**config.mk**
```make
export PLATFORM = sky130hd
export DESIGN_NAME = run_controller
export DESIGN_NICKNAME = d
export VERILOG_FILES = /design/src/rtl/run_ctrl_pkg.sv /design/src/rtl/sat_counter.sv /design/src/rtl/run_controller.sv
export SDC_FILE = /design/constraint.sdc
export NUM_CORES = 1
export LEC_CHECK = 0
export ABC_AREA = 1
export ABC_CLOCK_PERIOD_IN_PS = 1600
export CAP_MARGIN = 20
export CORE_MARGIN = 2
export CORE_UTILIZATION = 45
export DETAILED_ROUTE_END_ITERATION = 12
export HOLD_SLACK_MARGIN = 0.05
export PLACE_DENSITY = 0.69
export SLEW_MARGIN = 20
export SYNTH_ARGS = -nofsm -noshare
export SYNTH_HDL_FRONTEND = slang
export SYNTH_SLANG_ARGS = --single-unit
```
**constraint.sdc**
```tcl
create_clock -name clk -period 1.6 [get_ports clk]
set_clock_uncertainty 0.15 [all_clocks]
set_input_delay 0.24 -clock clk [delete_from_list [all_inputs] [get_ports clk]]
set_output_delay 0.24 -clock clk [all_outputs]
set_load 0.01 [all_outputs]
```
**src/rtl/run_ctrl_pkg.sv**
```systemverilog
// Shared types and defaults for the run controller, top_level and the bench.
package run_ctrl_pkg;

  localparam int unsigned DEFAULT_CYCLE_W = 16;
  localparam int unsigned DEFAULT_TIMEOUT = 4000;

  typedef enum logic [2:0] {
    IDLE,
    ARM,
    LAUNCH,
    RUN,
    DONE
  } run_state_t;

endpackage

```
**src/rtl/sat_counter.sv**
```systemverilog
// Up-counter with synchronous clear that sticks at all-ones instead of wrapping.
module sat_counter #(
  parameter int unsigned WIDTH = 16
) (
  input  logic             clk,
  input  logic             reset,
  input  logic             clear,
  input  logic             enable,
  output logic [WIDTH-1:0] count
);

  // Clear takes priority so a new run always starts from zero.
  always_ff @(posedge clk or negedge reset) begin
    if (!reset) begin
      count <= '0;
    end else if (clear) begin
      count <= '0;
    end else if (enable && (count != '1)) begin
      count <= count + 1'b1;
    end
  end

endmodule

```
**src/rtl/run_controller.sv**
```systemverilog
// Sequences one program run of the single-cycle core: start/ack handshake,
// PC clear pulse, run enable, RUN-cycle count and watchdog timeout.
module run_controller
  import run_ctrl_pkg::*;
#(
  parameter int unsigned CYCLE_W = DEFAULT_CYCLE_W,
  parameter int unsigned TIMEOUT = DEFAULT_TIMEOUT
) (
  input  logic               clk,
  input  logic               reset,
  input  logic               start,
  input  logic               core_done,
  output logic               run,
  output logic               pc_clear,
  output logic               ack,
  output logic               timeout,
  output logic               busy,
  output logic [CYCLE_W-1:0] cycle_count
);

  localparam logic [CYCLE_W-1:0] LAST_CYCLE = CYCLE_W'(TIMEOUT - 1);

  run_state_t state;
  logic       count_clear;
  logic       count_enable;

  // The count is cleared on the edge that enters LAUNCH so it reads zero
  // during the LAUNCH cycle, and counts every edge that leaves a RUN cycle.
  assign count_clear  = (state == ARM) && !start;
  assign count_enable = (state == RUN);

  sat_counter #(
    .WIDTH (CYCLE_W)
  ) u_cycle_counter (
    .clk    (clk),
    .reset  (reset),
    .clear  (count_clear),
    .enable (count_enable),
    .count  (cycle_count)
  );

  always_ff @(posedge clk or negedge reset) begin
    if (!reset) begin
      state    <= IDLE;
      run      <= 1'b0;
      pc_clear <= 1'b0;
      ack      <= 1'b0;
      timeout  <= 1'b0;
      busy     <= 1'b0;
    end else begin
      case (state)
        IDLE: begin
          if (start) begin
            state <= ARM;
            busy  <= 1'b1;
          end
        end
        ARM: begin
          // Launch on the falling edge of start so the host may hold it.
          if (!start) begin
            state    <= LAUNCH;
            pc_clear <= 1'b1;
            timeout  <= 1'b0;
          end
        end
        LAUNCH: begin
          state    <= RUN;
          pc_clear <= 1'b0;
          run      <= 1'b1;
        end
        RUN: begin
          if (core_done) begin
            state   <= DONE;
            run     <= 1'b0;
            busy    <= 1'b0;
            ack     <= 1'b1;
            timeout <= 1'b0;
          end else if (cycle_count == LAST_CYCLE) begin
            state   <= DONE;
            run     <= 1'b0;
            busy    <= 1'b0;
            ack     <= 1'b1;
            timeout <= 1'b1;
          end
        end
        DONE: begin
          if (start) begin
            state <= ARM;
            ack   <= 1'b0;
            busy  <= 1'b1;
          end
        end
        default: begin
          state    <= IDLE;
          run      <= 1'b0;
          pc_clear <= 1'b0;
          ack      <= 1'b0;
          timeout  <= 1'b0;
          busy     <= 1'b0;
        end
      endcase
    end
  end

endmodule
```
==> results.yml <==
worst_setup_path:
  r2r_cells: 9
  r2r_slack_ns: -0.05
  cp.required_ns: 1.71
  worstSetupStartpointType: "flip-flop"
  cp-end-kind: "flip-flop"
  arrival_ns: 1.77
  critPathLaunch: "u_cycle_counter.count[9]$_DFFE_PN0P_"
  critPathKind: "reg2reg"
  r2r_end: "u_cycle_counter.count[2]$_DFFE_PN0P_"
  endpoint: "u_cycle_counter.count[2]$_DFFE_PN0P_"
  rr_startpoint: "u_cycle_counter.count[9]$_DFFE_PN0P_"
  worstPathMaxFanout: 8
logic_synthesis:
  synth_xor_xnor_area_share_pct: 0.5942
  synth_top_family_by_area: "simple AND/OR/NAND/NOR gates"
  ys_types: 25
  yosysWarnings: 0
  synthSimpleGateAreaFrac_pct: 43.12
  ys_seq_area_share_pct: 40.75
  synth.area.mux_share_pct: 0
  syn-instance-count: 212
  synth-seq-cells: 24
  synth_compound_area_share_pct: 7.895
  syn_area_mm2: 0.001474
  syn-num-nets: 217
  synth_area_per_cell_um2: 6.952
  synth_fa_ha_area_share_pct: 0.8489
cts:
  cts-root-buf: "clkbuf_4"
  cts_tree: "yes"
  clock-sinks: 24
  hold_buffers: 0
  insertion_delay_ns: 0.33
  cts-buffers-inserted: 3
  clock_path_buffers: 2
  clk_pin_slew_ns: 0.14
  cts-htree-levels: 1
drt:
  first_pass_iters: 4
  ant_nets: 0
  remaining_drc_errors: 0
  wl_per_cell_um: 13.76
  drt_wl_total_um: 4556
  via_per_inst: 5.281
  vias: 1748
  drtIter0Drc: 79
pwr:
  powerDensity_mw_per_mm2: 1263
  seq_power_share_pct: 29.1
  vdd_drop_max_uv: 756.7
  pwr-share-comb_pct: 61.0
  p_clk_share_pct: 9.9
  p_total_uw: 2952
  p_int_uw: 1663
  p_leak_uw: 0.001144
  p_switching_uw: 1290
  swShare_pct: 43.69
layout:
  mostFrequentLayoutCells: "nand2_1 (55), buf_4 (43), nand3_1 (26), dfrtp_1 (24), nor2_1 (23)"
  syn_to_final_growth_pct: 58.57
  nets: 294
  fillers: 243
  layout.cells.most_common: "nand2_1"
  antenna_cells: 0
  drive_above_1_share_pct: 34.84
placed_design:
  gp_congestion: 0.8746
  post-place-ws_ns: -0.2254
  numPortBuffers: 24
  dp.final_hpwl_um: 2974
worst_hold_path:
  hold_path_class: "in2async"
floorplanning:
  dieHeight_um: 61.23
  rows: 20
  die_w_um: 61.23
  start_util_pct: 47.89
  io_pins: 25
  core-area_mm2: 0.003078
  die_area_mm2: 0.003749
sta:
  maxSlewHeadroom_pct: 78.41
  slew_violations: 0
  rsz0062_at_grt: "yes"
  setup_violations: 5
  fin_ws_ns: -0.05393
  max_freq_mhz: 604.6
  holdWs_ns: 0.09973
  min_period_ns: 1.654
  tightest_slew_ns: 0.3238
  fin_crit_sh_pct: 103.4
  hold_viol: 0
global_route:
  track_usage_pct: 24.92
  grt-ovfl-total: 0
  antenna_found_initial: 0
  grt_pass1_vias: 1597
  grt_pass1_wl_um: 6796
  grt_max_degree: 25
run:
  drv_cap: 0
run_status:
  status: "finished with violations"
  violations: "setup timing"
-- what timing repair did --
item                       CTS  global route
pin swaps                    7            11
gates resized for setup     36            37
setup endpoints to repair   42            28
cloned                       1             0
setup buffers                4             7
-- cell families after synthesis --
kind of cell    count (synthesis)
compound gates                 20
xor+xnor                        1
fa+ha+maj                       1
buf+inv                        24
flops                          24
simple gates                  142
-- worst min path at each step --
stage                        start                              endpoint  cells after the start  slack [ns]
2_1_floorplan                reset                       ack$_DFFE_PN0P_                      0       -0.21
3_3_place_gp       run$_DFFE_PN0P_                       run$_DFFE_PN0P_                      2        0.30
3_5_place_dp   timeout$_DFFE_PN0P_                   timeout$_DFFE_PN0P_                      2        0.31
4_1_cts                      reset  u_cycle_counter.count[3]$_DFFE_PN0P_                      2        0.12
5_1_grt                      reset  u_cycle_counter.count[1]$_DFFE_PN0P_                      2        0.11
6_report                     reset  u_cycle_counter.count[3]$_DFFE_PN0P_                      2         0.1
-- metrics by stage --
step / TNS, ns / cell area (um^2) / util [%] / cells
after global placement: -2.302 / 2077 / 67.48 / 317
after floorplan: -0.1800 / 1489 / - / 212
final: -0.1219 / 2337 / 75.94 / 331
after CTS: 0 / 2158 / 70.12 / 324
after global routing: -1.076 / 2337 / 75.94 / 331
after detailed placement: -2.768 / 2077 / 67.48 / 317
-- critical path, cell delays in order, from the launching register on --
cell     delay [ns]
dfrtp_1        0.39
buf_6          0.11
nand2_4        0.05
nor2_4         0.12
nand2_2        0.08
buf_6          0.13
o21ai_4        0.22
buf_6          0.18
nand3_2        0.06
o21ai_1        0.09
-- state kept, by name (all words and copies together), names as in the netlist --
signal                 flops
timeout                    1
pc_clear                   1
busy                       1
u_cycle_counter.count     16
state                      3
run                        1
ack                        1
-- layer usage --
metal  global-route usage (%)  share of wire, %
met5                        0                 0
met4                    11.18               2.9
met3                    2.941               4.9
met2                    43.62                50
met1                    30.71                42
-- final cells by class --
class	instances	area [um^2]	share of cell area, %
well taps	44	55.05	2.355
clock buffers	3	22.52	0.9636
flip-flops and latches	24	600.6	25.70
repair inverters	1	7.507	0.3212
repair buffers	75	644.4	27.57
inverters	20	77.57	3.319
multi-input cells	164	929.6	39.78
-- power groups by stage --
stage          clock network, uW  registers (uW)  logic [uW]
2_1_floorplan                  0             966         717
3_3_place_gp                   0             869        1490
3_5_place_dp                   0             877        1500
4_1_cts                      285             865        1580
5_1_grt                      317             878        1950
6_report                     291             859        1800
-- synth_stat cells --
library cell	n	area, um^2
a21oi_1	4	20.02
buf_2	2	10.01
buf_6	1	11.26
clkbuf_1	1	3.750
clkinv_1	2	7.510
dfrtp_1	24	600.6
ha_1	1	12.51
inv_1	13	48.80
inv_2	5	18.77
nand2_1	58	217.7
nand2_2	4	25.02
nand3_1	37	185.2
nand3b_1	1	7.510
nand4_1	5	31.28
nor2_1	31	116.4
nor2_2	2	12.51
nor2_4	1	11.26
nor3_4	1	16.27
o21ai_0	5	25.02
o21ai_1	8	40.04
o21ai_4	1	16.27
o21bai_1	1	7.510
o31ai_1	1	7.510
or2_2	2	12.51
xnor2_1	1	8.760
Power figures use the tool's default switching activity.
